$ cat src/rtl/goalie_stepper_ctrl.sv
// goalie_stepper_ctrl: homing and positioning controller for a 4-phase goalie stepper
module goalie_stepper_ctrl #(
    parameter int          STEP_DIV  = 100000,
    parameter int          DB_CYCLES = 1000,
    parameter logic [15:0] MAX_POS   = 16'd400,
    parameter logic [15:0] HOME_MAX  = 16'd600
) (
    input  logic        clk,
    input  logic        resetn,
    input  logic [15:0] target_pos,
    input  logic        target_valid,
    input  logic        limit_switch,
    output logic [3:0]  phases,
    output logic [15:0] cur_pos,
    output logic        busy,
    output logic        homed,
    output logic        fault
);
    localparam int DW = $clog2(STEP_DIV + 1);
    localparam int BW = $clog2(DB_CYCLES + 1);
    typedef enum logic [1:0] {HOME_SEEK, IDLE, MOVE, FAULT} state_t;
    state_t        state, state_n;
    logic          sync1, sync2, lim_db;
    logic [BW-1:0] db_cnt;
    logic [DW-1:0] div;
    logic          tick, homed_n;
    logic [1:0]    idx, idx_n;
    logic [15:0]   pos_n, tgt, tgt_n, home_cnt, home_cnt_n, clamp;

    assign tick   = div == DW'(STEP_DIV - 1);
    assign clamp  = target_pos > MAX_POS ? MAX_POS : target_pos;
    assign busy   = state == HOME_SEEK || state == MOVE;
    assign fault  = state == FAULT;
    assign phases = fault ? 4'b0000 : idx == 2'd0 ? 4'b1100 : idx == 2'd1 ? 4'b0110 :
                    idx == 2'd2 ? 4'b0011 : 4'b1001;

    // synchronise the raw switch, then let lim_db follow only after a stable run of the new level
    always_ff @(posedge clk or negedge resetn)
        if (!resetn) begin
            sync1  <= 1'b0;
            sync2  <= 1'b0;
            lim_db <= 1'b0;
            db_cnt <= '0;
        end else begin
            sync1 <= limit_switch;
            sync2 <= sync1;
            if (sync2 == lim_db)
                db_cnt <= '0;
            else if (db_cnt == BW'(DB_CYCLES - 1)) begin
                lim_db <= sync2;
                db_cnt <= '0;
            end else
                db_cnt <= db_cnt + 1'b1;
        end

    // step-rate divider, restarted whenever the state changes so every state gets full step spacing
    always_ff @(posedge clk or negedge resetn)
        if (!resetn) div <= '0;
        else         div <= (state_n != state || tick) ? '0 : div + 1'b1;

    // state and motion registers
    always_ff @(posedge clk or negedge resetn)
        if (!resetn) begin
            state    <= HOME_SEEK;
            idx      <= 2'd0;
            cur_pos  <= 16'd0;
            tgt      <= 16'd0;
            home_cnt <= 16'd0;
            homed    <= 1'b0;
        end else begin
            state    <= state_n;
            idx      <= idx_n;
            cur_pos  <= pos_n;
            tgt      <= tgt_n;
            home_cnt <= home_cnt_n;
            homed    <= homed_n;
        end

    // next-state and stepping decisions; a step in MOVE always uses the tgt held before this edge
    always_comb begin
        state_n    = state;
        idx_n      = idx;
        pos_n      = cur_pos;
        tgt_n      = tgt;
        home_cnt_n = home_cnt;
        homed_n    = homed;
        case (state)
            HOME_SEEK:
                if (lim_db) begin
                    pos_n   = 16'd0;
                    homed_n = 1'b1;
                    state_n = IDLE;
                end else if (home_cnt >= HOME_MAX)
                    state_n = FAULT;
                else if (tick) begin
                    idx_n      = idx - 2'd1;
                    home_cnt_n = home_cnt + 16'd1;
                end
            IDLE:
                if (target_valid) begin
                    tgt_n   = clamp;
                    state_n = clamp != cur_pos ? MOVE : IDLE;
                end
            MOVE: begin
                if (target_valid) tgt_n = clamp;
                if (cur_pos == tgt) begin
                    if (!target_valid) state_n = IDLE;
                end else if (tgt < cur_pos) begin
                    if (lim_db) begin
                        pos_n   = 16'd0;
                        tgt_n   = 16'd0;
                        state_n = IDLE;
                    end else if (tick) begin
                        idx_n = idx - 2'd1;
                        pos_n = cur_pos - 16'd1;
                    end
                end else if (tick) begin
                    if (cur_pos >= MAX_POS) begin
                        tgt_n   = cur_pos;
                        state_n = IDLE;
                    end else begin
                        idx_n = idx + 2'd1;
                        pos_n = cur_pos + 16'd1;
                    end
                end
            end
            default: state_n = FAULT;
        endcase
    end
endmodule
$ cat config.mk
export PLATFORM = sky130hd
export DESIGN_NAME = goalie_stepper_ctrl
export DESIGN_NICKNAME = d
export VERILOG_FILES = /design/src/rtl/goalie_stepper_ctrl.sv
export SDC_FILE = /design/constraint.sdc
export NUM_CORES = 1
export LEC_CHECK = 0
export CAP_MARGIN = 20
export CORE_ASPECT_RATIO = 1.5
export CORE_MARGIN = 1
export CORE_UTILIZATION = 55
export DETAILED_ROUTE_END_ITERATION = 10
export GPL_TIMING_DRIVEN = 0
export PLACE_DENSITY = 0.76
export RECOVER_POWER = 50
export SETUP_SLACK_MARGIN = 0.05
export SLEW_MARGIN = 15
export SYNTH_ARGS = -nofsm -noshare
export SYNTH_HDL_FRONTEND = slang
export SYNTH_SLANG_ARGS = --single-unit
$ cat constraint.sdc
create_clock -name clk -period 6.2 [get_ports clk]
set_input_delay 1.24 -clock clk [delete_from_list [all_inputs] [get_ports clk]]
set_output_delay 1.24 -clock clk [all_outputs]
set_load 0.005 [all_outputs]
Yosys cells after proc, flatten, opt, wreduce, memory -nomap -nowiden
Cells that the tools add are included.
{"block": "op_classes", "addsub": 7, "magnitude_cmp": 4, "n_eq_ne": 19, "muxes": 43, "n_bitwise": 3, "n_reduce_logical": 11}
{"operator": "$mux 16", "count": 14}
{"operator": "$pmux 16 s2", "count": 2}
{"operator": "$mux 2", "count": 18}
{"operator": "$add 16x1->16 const B", "count": 2}
{"operator": "$mux 10", "count": 2}
{"operator": "$add 17x1->17 const B", "count": 1}
{"operator": "$eq 17x17->1 const B", "count": 1}
{"operator": "$mux 17", "count": 1}
{"operator": "$eq 16x16->1", "count": 1}
{"operator": "$ge 16x10->1 const B", "count": 1}
{"operator": "$ge 16x9->1 const B", "count": 1}
{"operator": "$gt 16x9->1 const B", "count": 1}
{"operator": "$lt 16x16->1", "count": 1}
{"operator": "$mux 4", "count": 4}
{"operator": "$ne 16x16->1", "count": 1}
{"operator": "$sub 16x1->16 const B", "count": 1}
{"operator": "$add 10x1->10 const B", "count": 1}
{"operator": "$eq 10x10->1 const B", "count": 1}
{"operator": "$ne 3x3->1 const B", "count": 3}
{"operator": "$ne 2x2->1 const B", "count": 4}
{"operator": "$reduce_and 7->1", "count": 1}
{"operator": "$eq 2x2->1 const B", "count": 3}
{"operator": "$pmux 2 s3", "count": 1}
{"operator": "$reduce_and 6->1", "count": 1}
{"operator": "13 further kinds", "count": 20}
{"block": "totals", "register_bits": 83, "in_bits": 20, "output_inout_bits": 23, "wordCells": 98}

Longest topological paths before layout
{"block": "depth", "word_depth": 9, "ltp_mapped": 13, "ltp_nobuf": 10}

Worst setup path before layout
OpenSTA, ideal clock, no wires.
{"block": "synth_timing", "path_kind": "input-to-reg", "from": "in target_pos[13]", "to": "reg div[15]", "setup_ps": 144, "t_arrival_ps": 3325, "required_ps": 6056, "setup_slack_ps": 2731, "stages": 9, "n_path_buf": 1, "path_cell_list": "or4_4 -> or3_1 -> a221oi_2 -> and4_4 -> a21boi_2 -> o21a_1 -> a21oi_4 -> buf_8 -> nor4_4"}
{"block": "synth_between", "elab_chain_len": 9}
{"element": "start: declaration", "line_no": "10", "text": "input logic [15:0] target_pos,"}
{"element": "$gt 16x9->1", "line_no": "31", "text": "assign clamp = target_pos > MAX_POS ? MAX_POS : target_pos;"}
{"element": "$mux 16 *", "line_no": "31"}
{"element": "$ne 16x16->1 *", "line_no": "102", "text": "state_n = clamp != cur_pos ? MOVE : IDLE;"}
{"element": "$mux 2 *", "line_no": "102"}
{"element": "$mux 2 *", "line_no": "100", "text": "if (target_valid) begin"}
{"element": "$pmux 2 s3 *", "line_no": "87", "text": "case (state)"}
{"element": "$ne 2x2->1 *", "line_no": "59", "text": "else div <= (state_n != state || tick) ? '0 : div + 1'b1;"}
{"element": "$logic_or 1x1->1 *", "line_no": "59"}
{"element": "$mux 17 *", "line_no": "59"}
{"element": "end signal: assignment", "line_no": "59"}
{"element": "end: declaration", "line_no": "25", "text": "logic [DW-1:0] div;"}
Every way passes the cells marked *; elsewhere a longest branch is shown, timed or not.
A chain may end at the register's enable or synchronous reset.

Worst setup path after layout
{"block": "layout_timing", "from": "reg cur_pos[4]", "to": "reg cur_pos[11]"}
{"block": "layout_between", "elab_chain_len": 6, "word_cells_on_any_way": 16, "cone_classes": "add/sub (2); order compare (2); eq/ne (4); mux (7); reduce/logical (1)"}
{"element": "start: declaration", "line_no": "14", "text": "output logic [15:0] cur_pos,"}
{"element": "start signal: assignment", "line_no": "73", "text": "cur_pos <= pos_n;"}
{"element": "$add 16x1->16 / $sub 16x1->16 (equally long branches)", "line_no": "123, 115"}
{"element": "$mux 16, on equally long branches", "line_no": "118, 113"}
{"element": "$mux 16, on equally long branches", "line_no": "117, 109"}
{"element": "$mux 16", "line_no": "108", "text": "end else if (tgt < cur_pos) begin"}
{"element": "$mux 16", "line_no": "106", "text": "if (cur_pos == tgt) begin"}
{"element": "$pmux 16 s2", "line_no": "87"}
Parallel ways exist; a longest one is shown, timed or not. The select of a mux whose other input is x is not followed.

==> metrics.md <==
| Metric | Value |
|---|---|
| Seq/Total Area, Yosys | `roughly 38%` |
| Max cap viols | `1` |
| Hpwl dp | `about 11 mm` |
| Worst setup SP type | `flip-flop` |
| Cells on Worst Hold Path | `0` |
| Worst path most repeated cell | `a21oi_1` |
| CP Max Fanout | `10` |
| Adder-Cell Fraction of Synth Area | `roughly 6.4%` |
| TritonCTS clock tree | `yes` |
| Outcome | `complete, but fails checks` |
| Hold endpoint | `sync2$_DFF_PN0_` |
| Crit path max-delay cell type | `a21oi_1` |
| Initial antenna violation count | `0` |
| XOR/XNOR Fraction of Synth Area | `around 7.6%` |
| Setup tns final | `0 ps` |
| Peak VDD IR | `0.0001558 V` |
| Failing checks | `capacitance limit, slew limit` |
| CORE AREA | `around 9700 sq um` |
| Post-CTS setup buffers | `0` |
| Actual slew at the worst max-slew pin | `approximately 1800 ps` |
| Seq cells post-synth | `between 80 and 90` |
| Vias | `between 5000 and 6000` |
| Worst reg2reg path endpoint | `cur_pos[11]$_DFFE_PN0P_` |
| Yosys warnings | `0` |
| Fin Clk Skew | `8.774 ps` |
| Critical Path Start | `cur_pos[4]$_DFFE_PN0P_` |
| CP required | `about 6400 ps` |
| H-tree depth | `3` |
| Area of placed instances | `6077 sq um` |
| Compound-Gate Fraction of Synth Area | `between 10% and 20%` |
| EDFF count, synth | `0` |
| Vias per cell | `6.428` |
| Worst path max stage delay | `about 530 ps` |
| Rel. slew slack | `-22.62%` |
| PortBufs | `approximately 40` |
| Worst hold slack | `about 360 ps` |
| Setup repair after global routing missed its margin | `false` |
| Worst Reg-to-Reg Cells | `12` |
| Area grow syn2layout | `15.36%` |
| Count of different cell masters after synthesis | `68` |
| Clock Latency Late Sink | `~350 ps` |
| Hold Path Origin | `sync1$_DFF_PN0_` |
| Final ANT Viol Nets | `0` |
| Drt wl/cell | `18.10 um` |
| Max-slew violation count | `32` |
| Period Utilization, post-route | `69.09%` |
| Syn nets | `about 670` |
| Main combinational cell family by area after synthesis | `simple AND/OR/NAND/NOR gates` |
| DRT Wirelength | `14.41 mm` |
| Largest cells by area after synthesis | `dfrtp_1 38%, ha_1 6.4%, xnor2_1 5.6%` |
| CP bufs+invs | `3` |
| Num CTS Buffers | `9` |
| Post-synth ARST share | `between 90% and 100%` |
| Worst Setup Path Type | `flip-flop to flip-flop` |
| Crit path cell chain | `clkbuf_1 -> clkinv_1 -> ha_1 -> a21oi_1 -> o21ai_0 -> a21oi_1 -> and3_1 -> clkbuf_1 -> o21ai_0 -> a21oi_1 -> nand2_1 -> o32ai_1` |
| Mux contribution to synthesized area | `less than 1%` |
| CTS sink cnt | `83` |
| Detailed-route DRC error count | `0` |
| Vias in the first global route | `roughly 5100` |
| Simple-Gate Fraction of Synth Area | `about a quarter` |
| First DRT Iteration DRCs | `~440` |
| Area leader, netlist | `dfrtp_1` |
| DRT Pass-1 Iters | `6` |
| # rows | `44` |
| Resized cells post-CTS | `0` |
| Cell area after layout | `about 6300 sq um` |
| Placer Congestion | `between 0.9 and 1` |
| GRT Total Usage | `between 20% and 30%` |
| Synthesized area | `around 5500 sq um` |
| Crit-path leading delay family | `compound AO/OA/AOI/OAI gates` |
| Final setup viols | `0` |
| Most used DFF post-synth | `dfrtp_1` |
| Fin crit period | `approximately 4300 ps` |
| Finished Layout Cells | `approximately 800` |
| Worst Setup End Kind | `flip-flop` |
| First-pass GRT wire length | `approximately 25 mm` |
| FF-to-FF Start | `cur_pos[4]$_DFFE_PN0P_` |
| Nets | `~730` |
| Share of layout cells above drive strength 1 | `under 10%` |
| PwrDens | `between 150 and 200 nW/um^2` |
| Hold-fix buffers, CTS | `0` |
| Top Ports | `between 40 and 50` |
| Clk root buf | `clkbuf_16` |
| Post-synth top area share | `a little under two fifths` |
| Cell count after synthesis | `about 620` |
| Worst R2R Setup Slack | `1920 ps` |
| WP data arrival | `between 4000 and 5000 ps` |
| Final hold vios | `0` |
| Pin count of the biggest net entering global routing | `53` |
| Global route total overflow | `0` |
| Starting Density | `between 50% and 60%` |
| Die Area | `10410 sq um` |
| Vert. Die Dim | `~120 um` |
| Hold Crit Class | `flip-flop to flip-flop` |
| Avg Cell Area, Syn | `around 9 sq um` |
| Max clock buf depth | `2` |
| Total Power | `~1.1 mW` |
| Leakage | `roughly 2.6 nW` |
| Die width | `~84 um` |
| F_max | `roughly 230 MHz` |
| Filler cell count | `between 800 and 900` |
| Worst-path clk slew | `about 60 ps` |
| Antenna Cells | `0` |
| Placed Cells | `781` |
registers in the layout (all words and copies together), names as in the netlist:
signal,cells
db_cnt,10
home_cnt,16
homed,1
cur_pos,16
sync1,1
state,2
lim_db,1
div,17
sync2,1
idx,2
tgt,16
synth_stat cells (6+ instances only):
master / instances
dfrtp_1: 83
nor2_1: 60
nand2_1: 47
a21oi_1: 45
xnor2_1: 35
inv_1: 32
clkbuf_1: 31
ha_1: 28
nand3_1: 26
o21ai_0: 22
nand4_1: 20
nor3_1: 20
a31oi_1: 16
nor4_1: 16
xor2_1: 13
o22ai_1: 12
and3_1: 9
nor3_2: 8
a32o_1: 7
nand2b_1: 6
nor2b_1: 6
o211ai_1: 6
per-stage QoR:
stage,setup slack [ps],utilization (%)
after global routing,1751,65.46
after CTS,1998,65.50
after detailed placement,1972,62.72
after global placement,990.4,62.46
final,1916,65.46
after floorplan,2731,-
cells in the final DEF, fill, tap and decap left out, types with 5 or more instances in the layout:
| master | instances |
|---|---|
| a21oi_1 | 45 |
| a31oi_1 | 16 |
| a32o_1 | 7 |
| and3_1 | 9 |
| clkbuf_1 | 32 |
| clkbuf_16 | 9 |
| clkdlybuf4s50_1 | 39 |
| dfrtp_1 | 83 |
| ha_1 | 28 |
| inv_1 | 32 |
| nand2_1 | 47 |
| nand2b_1 | 6 |
| nand3_1 | 26 |
| nand4_1 | 20 |
| nor2_1 | 60 |
| nor2b_1 | 6 |
| nor3_1 | 20 |
| nor3_2 | 8 |
| nor4_1 | 16 |
| o211ai_1 | 6 |
| o21ai_0 | 22 |
| o22ai_1 | 12 |
| o31ai_1 | 5 |
| or3_1 | 5 |
| or4_1 | 5 |
| xnor2_1 | 35 |
| xor2_1 | 13 |
final cells by class:
class	count	area (sq um)	area share (%)
Multi-Input combinational cell	470	3133	49.40
Clock buffer	10	239.0	3.768
Sequential cell	83	2077	32.75
Timing Repair Buffer	42	431.7	6.806
Tap cell	115	143.9	2.269
Inverter	33	123.9	1.953
Clock inverter	5	30.03	0.4735
Buffer	38	163.9	2.584
cells by family (layout without fill, tap and decap cells):
kind of cell | count (synthesis) | in the layout
adder cells (fa/ha/maj) | 28 | 28
AND/OR/NAND/NOR | 246 | 246
AO/OA/AOI/OAI | 146 | 146
multiplexers | 2 | 2
flip-flops | 83 | 83
buffers and inverters | 71 | 128
XOR/XNOR | 48 | 48
worst max path at each step:
stage,end,cells after the start
after global placement,home_cnt[2]$_DFFE_PN0P_,1
final,cur_pos[11]$_DFFE_PN0P_,12
after detailed placement,div[15]$_DFF_PN0_,9
after CTS,busy,6
after floorplan,div[15]$_DFF_PN0_,9
after global routing,cur_pos[11]$_DFFE_PN0P_,12
where the power goes:
part	leakage, nW	switching (mW)	internal, mW	total [mW]
clock network	0.130	0.216	0.277	0.494
logic	1.34	0.0271	0.0188	0.0459
registers	1.08	0.00164	0.544	0.546
layer usage:
| layer | GRT usage [%] | wire [um] |
|---|---|---|
| met5 | 0 | 0 |
| met4 | 16.05 | 649 |
| met3 | 4.771 | 867 |
| met2 | 49.40 | 7307 |
| met1 | 35.45 | 5582 |
No activity file was read; power rests on OpenSTA's default activity.
